File: src/rtl/movimiento_tablero.sv
// movimiento_tablero: NxN sliding-tile move engine that compresses and merges one board line per clock.
// Define MOV_SPAWN_EN to add an LFSR-driven tile spawn after every move that changed the board.
module movimiento_tablero #(
    parameter int N       = 4,
    parameter int EXP_W   = 4,
    parameter int SCORE_W = 20
) (
    input  logic                 clk,
    input  logic                 rst,
    input  logic                 load,
    input  logic [N*N*EXP_W-1:0] board_in,
    input  logic                 start,
    input  logic [2:0]           dir,
    output logic                 busy,
    output logic                 done,
    output logic                 moved,
    output logic [N*N*EXP_W-1:0] board_out,
    output logic [SCORE_W-1:0]   score
);
    localparam int LW     = (N > 1) ? $clog2(N) : 1;
    localparam int GAIN_W = (1 << EXP_W) + $clog2(N) + 1;
    localparam int SUM_W  = ((SCORE_W > GAIN_W) ? SCORE_W : GAIN_W) + 1;
    localparam logic [EXP_W-1:0] EXP_MAX   = '1;
    localparam logic [SUM_W-1:0] SCORE_MAX = SUM_W'({SCORE_W{1'b1}});

    localparam logic [2:0] DIR_LEFT  = 3'd1;
    localparam logic [2:0] DIR_RIGHT = 3'd2;
    localparam logic [2:0] DIR_UP    = 3'd3;
    localparam logic [2:0] DIR_DOWN  = 3'd4;

    typedef enum logic [1:0] {
        ST_IDLE,
        ST_LINE,
`ifdef MOV_SPAWN_EN
        ST_SPAWN,
`endif
        ST_DONE
    } state_t;

    state_t state, state_nx;

    logic [EXP_W-1:0]   cells    [N][N];
    logic [EXP_W-1:0]   cells_nx [N][N];
    logic [2:0]         dir_q;
    logic [LW-1:0]      line_idx;
    logic [SCORE_W-1:0] score_q, score_nx;
    logic               moved_acc, moved_q, busy_q, busy_nx, done_q;

    logic [EXP_W-1:0]   ln   [N];
    logic [EXP_W-1:0]   comp [N+1];
    logic [EXP_W-1:0]   res  [N];
    logic [EXP_W-1:0]   merged;
    logic [GAIN_W-1:0]  gain;
    logic [SUM_W-1:0]   score_sum;
    logic               line_changed, last_line, dir_valid;

    assign dir_valid = (dir == DIR_LEFT) || (dir == DIR_RIGHT) || (dir == DIR_UP) || (dir == DIR_DOWN);
    assign last_line = (line_idx == LW'(N - 1));

    // Line datapath: ln is the active line in read order (leading end first),
    // comp is it with empties squeezed out, res is the merged result.
    always_comb begin
        int  cnt;
        int  o;
        logic skip;
        cnt          = 0;
        o            = 0;
        skip         = 1'b0;
        merged       = '0;
        gain         = '0;
        line_changed = 1'b0;
        for (int k = 0; k < N; k++) ln[k] = '0;
        for (int k = 0; k <= N; k++) comp[k] = '0;
        for (int k = 0; k < N; k++) res[k] = '0;

        for (int r = 0; r < N; r++) begin
            for (int c = 0; c < N; c++) begin
                case (dir_q)
                    DIR_LEFT:  if (line_idx == LW'(r)) ln[c] = cells[r][c];
                    DIR_RIGHT: if (line_idx == LW'(r)) ln[N-1-c] = cells[r][c];
                    DIR_UP:    if (line_idx == LW'(c)) ln[r] = cells[r][c];
                    DIR_DOWN:  if (line_idx == LW'(c)) ln[N-1-r] = cells[r][c];
                    default: ;
                endcase
            end
        end

        for (int k = 0; k < N; k++) begin
            if (ln[k] != '0) begin
                for (int j = 0; j < N; j++) if (j == cnt) comp[j] = ln[k];
                cnt++;
            end
        end

        // skip marks the partner of a merge so no tile takes part in two merges
        for (int k = 0; k < N; k++) begin
            if (skip) begin
                skip = 1'b0;
            end else if (comp[k] != '0) begin
                if ((comp[k] == comp[k+1]) && (comp[k] != EXP_MAX)) begin
                    merged = comp[k] + EXP_W'(1);
                    gain   = gain + (GAIN_W'(1) << merged);
                    skip   = 1'b1;
                end else begin
                    merged = comp[k];
                end
                for (int j = 0; j < N; j++) if (j == o) res[j] = merged;
                o++;
            end
        end

        for (int k = 0; k < N; k++) if (res[k] != ln[k]) line_changed = 1'b1;
    end

    always_comb begin
        score_sum = SUM_W'(score_q) + SUM_W'(gain);
        score_nx  = (score_sum > SCORE_MAX) ? '1 : score_sum[SCORE_W-1:0];
    end

`ifdef MOV_SPAWN_EN
    localparam int CW = $clog2(N * N);

    logic [15:0]   lfsr;
    logic [CW-1:0] spawn_idx;
    logic          spawn_hit;

    always_comb begin
        spawn_hit = 1'b0;
        for (int r = 0; r < N; r++)
            for (int c = 0; c < N; c++)
                if ((spawn_idx == CW'(r * N + c)) && (cells[r][c] == '0)) spawn_hit = 1'b1;
    end

    // Free-running LFSR; the spawn search starts at its value when the last line is written.
    always_ff @(posedge clk) begin
        if (rst) begin
            lfsr      <= 16'hACE1;
            spawn_idx <= '0;
        end else begin
            lfsr <= {lfsr[14:0], lfsr[15] ^ lfsr[13] ^ lfsr[12] ^ lfsr[10]};
            if (state == ST_LINE && last_line)
                spawn_idx <= CW'(lfsr % 16'(N * N));
            else if (state == ST_SPAWN)
                spawn_idx <= (spawn_idx == CW'(N * N - 1)) ? '0 : spawn_idx + CW'(1);
        end
    end

    assign busy_nx = (state == ST_LINE) || (state == ST_SPAWN);
`else
    assign busy_nx = (state == ST_LINE);
`endif

    always_comb begin
        state_nx = state;
        cells_nx = cells;
        case (state)
            ST_IDLE: begin
                if (load) begin
                    for (int r = 0; r < N; r++)
                        for (int c = 0; c < N; c++)
                            cells_nx[r][c] = board_in[(r*N+c)*EXP_W +: EXP_W];
                end else if (start) begin
                    state_nx = dir_valid ? ST_LINE : ST_DONE;
                end
            end
            ST_LINE: begin
                for (int r = 0; r < N; r++) begin
                    for (int c = 0; c < N; c++) begin
                        case (dir_q)
                            DIR_LEFT:  if (line_idx == LW'(r)) cells_nx[r][c] = res[c];
                            DIR_RIGHT: if (line_idx == LW'(r)) cells_nx[r][c] = res[N-1-c];
                            DIR_UP:    if (line_idx == LW'(c)) cells_nx[r][c] = res[r];
                            DIR_DOWN:  if (line_idx == LW'(c)) cells_nx[r][c] = res[N-1-r];
                            default: ;
                        endcase
                    end
                end
                if (last_line) begin
`ifdef MOV_SPAWN_EN
                    state_nx = (moved_acc || line_changed) ? ST_SPAWN : ST_DONE;
`else
                    state_nx = ST_DONE;
`endif
                end
            end
`ifdef MOV_SPAWN_EN
            ST_SPAWN: begin
                for (int r = 0; r < N; r++)
                    for (int c = 0; c < N; c++)
                        if ((spawn_idx == CW'(r * N + c)) && (cells[r][c] == '0))
                            cells_nx[r][c] = EXP_W'(1);
                if (spawn_hit) state_nx = ST_DONE;
            end
`endif
            ST_DONE: state_nx = ST_IDLE;
            default: state_nx = ST_IDLE;
        endcase
    end

    // busy/done are registered from the current state, so they trail the FSM by one cycle.
    always_ff @(posedge clk) begin
        if (rst) begin
            state     <= ST_IDLE;
            cells     <= '{default: '0};
            dir_q     <= '0;
            line_idx  <= '0;
            score_q   <= '0;
            moved_acc <= 1'b0;
            moved_q   <= 1'b0;
            busy_q    <= 1'b0;
            done_q    <= 1'b0;
        end else begin
            state  <= state_nx;
            cells  <= cells_nx;
            busy_q <= busy_nx;
            done_q <= (state == ST_DONE);
            case (state)
                ST_IDLE: begin
                    if (load) begin
                        score_q <= '0;
                    end else if (start) begin
                        dir_q     <= dir;
                        line_idx  <= '0;
                        moved_acc <= 1'b0;
                    end
                end
                ST_LINE: begin
                    line_idx  <= line_idx + LW'(1);
                    score_q   <= score_nx;
                    moved_acc <= moved_acc | line_changed;
                end
                ST_DONE: moved_q <= moved_acc;
                default: ;
            endcase
        end
    end

    always_comb begin
        board_out = '0;
        for (int r = 0; r < N; r++)
            for (int c = 0; c < N; c++)
                board_out[(r*N+c)*EXP_W +: EXP_W] = cells[r][c];
    end

    assign busy  = busy_q;
    assign done  = done_q;
    assign moved = moved_q;
    assign score = score_q;

endmodule

File: config.mk
export PLATFORM = sky130hd
export DESIGN_NAME = movimiento_tablero
export DESIGN_NICKNAME = d
export VERILOG_FILES = /design/src/rtl/movimiento_tablero.sv
export SDC_FILE = /design/constraint.sdc
export NUM_CORES = 1
export LEC_CHECK = 0
export ABC_AREA = 1
export BUFFER_PORTS_ARGS = -buffer_cell sky130_fd_sc_hd__buf_4
export CORE_UTILIZATION = 40
export DETAILED_ROUTE_END_ITERATION = 10
export GPL_TIMING_DRIVEN = 0
export REMOVE_ABC_BUFFERS = 1
export SYNTH_ARGS = -nofsm -noshare
export SYNTH_HDL_FRONTEND = slang
export SYNTH_SLANG_ARGS = --single-unit
File: constraint.sdc
create_clock -name clk -period 18.3 [get_ports clk]
set_input_delay 3.66 -clock clk [delete_from_list [all_inputs] [get_ports clk]]
set_output_delay 3.66 -clock clk [all_outputs]
set_load 0.02 [all_outputs]
## Yosys cells after proc, flatten, opt, wreduce, memory -nomap -nowiden

Index checks and enable logic that the tools add are counted.

| cells by class | value |
|---|---|
| multiplexer cells | 220 |
| bitwise logic cells | 2 |
| shifts and indexed selects | 4 |
| eq/ne operators | 72 |
| reduce and logical (&&, ||, !) cells | 47 |
| $add $sub $neg | 13 |
| order comparisons | 1 |

Operator list:

| operator | count |
|---|---|
| $mux W4 | 140 |
| $eq A3 B32 Y1 const A | 12 |
| $mux W19 | 11 |
| $eq A2 B32 Y1 const A | 6 |
| $logic_not A32 Y1 | 6 |
| $mux W32 | 6 |
| $pmux W4 S4 | 12 |
| $mux W16 | 9 |
| $add A32 B2 Y32 const B | 4 |
| $pmux W64 S2 | 1 |
| $pmux W4 S2 | 12 |
| $reduce_and A7 Y1 | 12 |
| $shl A1 B4 Y19 const A | 4 |
| $mux W64 | 1 |
| $add A19 B19 Y19 | 3 |
| $ne A3 B3 Y1 const B | 17 |
| $mux W20 | 2 |
| $pmux W20 S2 | 1 |
| $reduce_bool A4 Y1 | 8 |
| $ne A3 B2 Y1 const B | 8 |
| $add A20 B19 Y21 | 1 |
| $gt A21 B20 Y1 const B | 1 |
| $reduce_and A5 Y1 | 4 |
| $add A4 B1 Y4 const B | 4 |
| other kinds (26) | 74 |

| storage, ports and cells | value |
|---|---|
| register bits after elaboration | 95 |
| logic and storage cells | 383 |

## Longest topological paths before layout

| logic depth | value |
|---|---|
| depth after elaboration | 54 |
| gate-level depth with buffers | 78 |

## Worst setup path before layout

Ideal clock, no wire load.

| timing path | value |
|---|---|
| path type | register to register |
| start point | reg line_idx[0] |
| end point | reg score_q[17] (netlist: score[17]) |
| setup slack | 8161 ps |
| cell stages (with the launch flop) | 74 |
| arrival time | 10021 ps |
| clock period less this slack | 10139 ps |
| buffers on the path | 4 |
| path through | dfxtp_1 -> inv_1 -> ha_1 -> buf_2 -> clkbuf_1 -> nand2_1 -> o21ai_0 -> o21ai_0 -> nand3_1 -> nand2_1 -> nand3_1 -> nand2_1 -> nand2_1 -> nand2_1 -> nand2_1 -> nand2_1 -> nand2_1 -> nand2_1 -> [38 not listed] -> ha_1 -> a21oi_1 -> nor2_1 -> o21ai_0 -> nand2_1 -> xor2_1 -> o21ai_0 -> ha_1 -> a21oi_1 -> o21ai_0 -> nand3_1 -> nand2_1 -> nand2_1 -> inv_1 -> o21ai_1 -> clkbuf_1 -> o21ai_0 -> a32o_1 |

| between the ends | value |
|---|---|
| cells in the longest elaborated chain, start to end | 54 |
| elaborated cells on any way between the ends | 193 |
| those cells by class | 10 x add/sub; 1 x order compare; 19 x eq/ne; 4 x shift; 142 x mux; 17 x reduce/logical |

Ends and longest elaborated chain:

| what | line | RTL |
|---|---|---|
| from (decl) | 45 | `logic [LW-1:0] line_idx;` |
| from (signal assigned) | 228 | `line_idx <= line_idx + LW'(1);` |
| $logic_not A2 Y1 | n/a |  |
| $mux W4 (2 in series) | n/a |  |
| $mux W4 | 81 | `DIR_UP: if (line_idx == LW'(c)) ln[r] = cells[r][c];` |
| $mux W4 | 78 | `case (dir_q)` |
| $mux W4 | 81 |  |
| $mux W4 | 78 |  |
| $mux W4, on equally long branches | 81, 80 |  |
| $pmux W4 S2 | 78 |  |
| [37 not listed] | n/a |  |
| $add A19 B19 Y19 | 102 | `gain = gain + (GAIN_W'(1) << merged);` |
| $mux W19 | 100 | `if ((comp[k] == comp[k+1]) && (comp[k] != EXP_MAX)) begin` |
| $mux W19 | 99 | `end else if (comp[k] != '0) begin` |
| $mux W19 (*) | 97 | `if (skip) begin` |
| $add A20 B19 Y21 (*) | 116 | `score_sum = SUM_W'(score_q) + SUM_W'(gain);` |
| $gt A21 B20 Y1 | 117 | `score_nx = (score_sum > SCORE_MAX) ? '1 : score_sum[SCORE_W-1:0];` |
| $mux W20 (*) | 117 |  |
| $pmux W20 S2 (*) | 217 | `case (state)` |
| to (signal assigned) | 229 | `score_q <= score_nx;` |
| to (decl) | 46 | `logic [SCORE_W-1:0] score_q, score_nx;` |

Every way passes the cells marked *; elsewhere a longest branch is shown, timed or not.
A chain may end at the register's enable or synchronous reset.

## Worst setup path after layout

| timing path | value |
|---|---|
| start point | reg dir_q[1] |
| end point | reg score_q[19] (netlist: score[19]) |

| between the ends | value |
|---|---|
| cells in the longest elaborated chain, start to end | 54 |
| elaborated cells on any way between the ends | 193 |
| those cells by class | 10 x add/sub; 1 x order compare; 20 x eq/ne; 4 x shift; 140 x mux; 18 x reduce/logical |

Ends and longest elaborated chain:

| what | line | RTL |
|---|---|---|
| from (decl) | 44 | `logic [2:0] dir_q;` |
| from (signal assigned) | 222 | `dir_q <= dir;` |
| $eq A3 B2 Y1 or $eq A3 B1 Y1 (tied branches) | 78 |  |
| $reduce_or A2 Y1 (no line) | n/a |  |
| $mux W4 | n/a |  |
| $mux W4 | 81 |  |
| $mux W4 | 78 |  |
| $mux W4 | 81 |  |
| $mux W4 | 78 |  |
| $mux W4, on equally long branches | 81, 80 |  |
| [38 not listed] | n/a |  |
| $add A19 B19 Y19 | 102 |  |
| $mux W19 | 100 |  |
| $mux W19 | 99 |  |
| $mux W19 (*) | 97 |  |
| $add A20 B19 Y21 (*) | 116 |  |
| $gt A21 B20 Y1 | 117 |  |
| $mux W20 (*) | 117 |  |
| $pmux W20 S2 (*) | 217 |  |

Marked as above.

==> run_results.csv <==
group,metric,value,unit
final_layout,final_cell_mix,"nand2_1 (688), nor2_1 (281), inv_1 (272), a21oi_1 (181), buf_4 (157)",
setup_path,cp.depth,69,
timing,tns,0,ns
setup_path,cp_slowest_stage_delay,1.06,ns
setup_path,crit_arrival,15.28,ns
cts,htreeDepth,3,
hold_path,hp-class,"flip-flop to flip-flop",
final_layout,multiInputGateArea,9990,µm²
placement,routabilityCongestion,0.993,
detailed_routing,drt-initial-drc-count,1715,
detailed_routing,wire_per_inst,20.0,µm
detailed_routing,drc,0,
floorplan,initial_core_util,40.9,%
logic_synthesis,synth_seq_cells,95,
timing,slew_headroom,1.17,%
grt,antenna_found_initial,1,
timing,report.final.slew_viol_count,0,
logic_synthesis,synth_ff_type,"dfxtp_1",
setup_path,cp_common_cell,"nand2_1",
timing,finalCritPeriodShare,82.2,%
cts,cts_buffers,9,
cts,cts_tree,"yes",
floorplan,io_pins,158,
setup_path,critPathSlowestCell,"nor2_1",
floorplan,coreArea,32700,µm²
detailed_routing,drt_first_pass_iters,6,
cts,cts-resized-gates,0,
status,violations,"max-capacitance violations",
logic_synthesis,syn_avg_cell_area,5.55,µm²
timing,min_period,15.05,ns
cts,clock_tree.buffer_depth,2,
logic_synthesis,synth.distinct_cells,55,
final_layout,nets,2664,
final_layout,antenna_cells,0,
timing,clock_skew,0.0127,ns
grt,grt_pass1_vias,15400,
setup_path,required,18.53,ns
setup_path,cp_num_buf_inv,9,
timing,setup_viol,0,
final_layout,seq_area,1900,µm²
detailed_routing,viasPerCell,5.65,
placement,dp_hpwl,45700,µm
detailed_routing,detail-route-antenna-nets,0,
logic_synthesis,ys_seq_area_share,14.2,%
timing,hold_viol,0,
job,max_cap_viol_count,1,
timing,worst_slew_pin_slew,1.48,ns
logic_synthesis,ys_async_sr_fraction,0,%
final_layout,final_common_cell,"nand2_1",
timing,fmax,66.5,MHz
cts,clock_latency,0.38,ns
setup_path,crit_type,"flip-flop to flip-flop",
grt,grt_pass1_wl,88800,µm
cts,clk_pin_slew,0.08,ns
cts,root_buffer,"clkbuf_16",
floorplan,die_h,185,µm
cts,cts_setup_buffers,0,
setup_path,critPathLaunchType,"flip-flop",
logic_synthesis,yosysWarningCount,0,
cts,ctsHoldBuffers,0,
hold_path,hold_path_depth,2,
timing,rsz0062_at_grt,"no",
grt,track_usage,34.3,%
floorplan,dieArea,34200,µm²
logic_synthesis,netlist_instances,2409,
cts,cts_sinks,95,
floorplan,dieWidth,185,µm
logic_synthesis,synth_edf_count,0,
floorplan,std_cell_rows,66,
detailed_routing,wl,58900,µm
setup_path,critical-path-top-delay-family,"simple AND/OR/NAND/NOR gates",
setup_path,r2r_cells,69,
final_layout,layout-drive-gt1-share,12.2,%
setup_path,end_kind,"flip-flop",
grt,overflow,0,
placement,numPortBuffers,157,
setup_path,crit_fanout,26,
final_layout,fillers,3634,
final_layout,syn2layout_area_growth,13.4,%
status,status,"complete, but fails checks",
logic_synthesis,syn_area,13400,µm²
detailed_routing,vias,16700,
grt,grt_max_degree,50,
[final cells by class]
| type | instances | area share (%) |
|---|---|---|
| multi-input combinational | 1928 | 65.9 |
| sequential | 95 | 12.5 |
| timing repair buffer | 160 | 8.22 |
| inverter | 310 | 7.69 |
| tap | 442 | 3.65 |
| clock buffer | 10 | 1.58 |
| clock inverter | 5 | 0.429 |
[metrics by stage]
step | instances | utilization (%) | area [µm²] | hold slack [ns] | setup WS, ns
after floorplan | 2333 | - | 13100 | 0.447 | 6.81
after global placement | 2932 | 45.2 | 14800 | 0.462 | 1.90
after detailed placement | 2935 | 45.4 | 14900 | 0.470 | 3.59
after CTS | 2950 | 46.4 | 15200 | 0.482 | 3.56
after global routing | 2950 | 46.4 | 15200 | 0.521 | 2.07
final | 2950 | 46.4 | 15200 | 0.488 | 3.25
[cells by family (layout without fill, tap and decap cells)]
group,after synthesis,count (layout),share of synthesized area [%]
AOI/OAI and AO/OA,539,539,23.4
DFF,95,95,14.2
other,1,2,0.0280
buffers and inverters,387,485,11.1
and+or+nand+nor,1252,1252,39.7
adders and majority gates,89,89,8.50
xor gates and xnor gates,46,46,3.07
[path summary, 6_finish.rpt]
path	startpoint	to	slack (ns)
max reg2reg	dir_q[1]	score[19]	3.25
min	moved_acc	moved_acc	0.49
max	dir_q[1]	score[19]	3.25
min reg2reg	moved_acc	moved_acc	0.49
[worst min-delay path: cells and delay by family (launching register included)]
kind          cells  cell delay [ns]
flops             1             0.32
simple gates      2             0.13
[flip-flops by register name (all words and copies together) (netlist names)]
register and count:
score 20, moved_acc 1, state 2, dir_q 3, line_idx 2, busy 1, board_out 64, done 1
moved 1
[synthesized netlist by cell type, types with 11 or more instances]
cell | number | share of area, %
nand3_1 | 142 | 5.3
ha_1 | 86 | 8.0
inv_2 | 32 | 0.90
nand2_1 | 688 | 19
nor2_2 | 13 | 0.61
nor2_4 | 11 | 0.93
a21oi_1 | 181 | 6.8
nor2_1 | 283 | 7.9
nand4_1 | 15 | 0.70
nor3_1 | 37 | 1.4
nand2_2 | 34 | 1.6
a31o_2 | 11 | 0.72
xor2_1 | 33 | 2.2
inv_1 | 273 | 7.7
dfxtp_1 | 95 | 14
o21ai_0 | 137 | 5.1
o211ai_1 | 56 | 3.1
o21ai_1 | 58 | 2.2
xnor2_1 | 12 | 0.79
a31oi_1 | 19 | 0.89
o21bai_1 | 20 | 1.1
buf_2 | 12 | 0.45
o22ai_1 | 22 | 1.0
clkbuf_1 | 52 | 1.5
[metal layers]
metal  part of all wire, %  GRT usage [%]  vias to the layer above
li1                      -              -                     8084
met1                    42           44.9                     7692
met2                    45           55.4                      774
met3                   8.8           5.11                      124
met4                   4.1           15.5                        0
met5                     0              0                        -
Power is not shown: default switching activity piles up to over one toggle a cycle in this logic, so the estimate is an artifact.
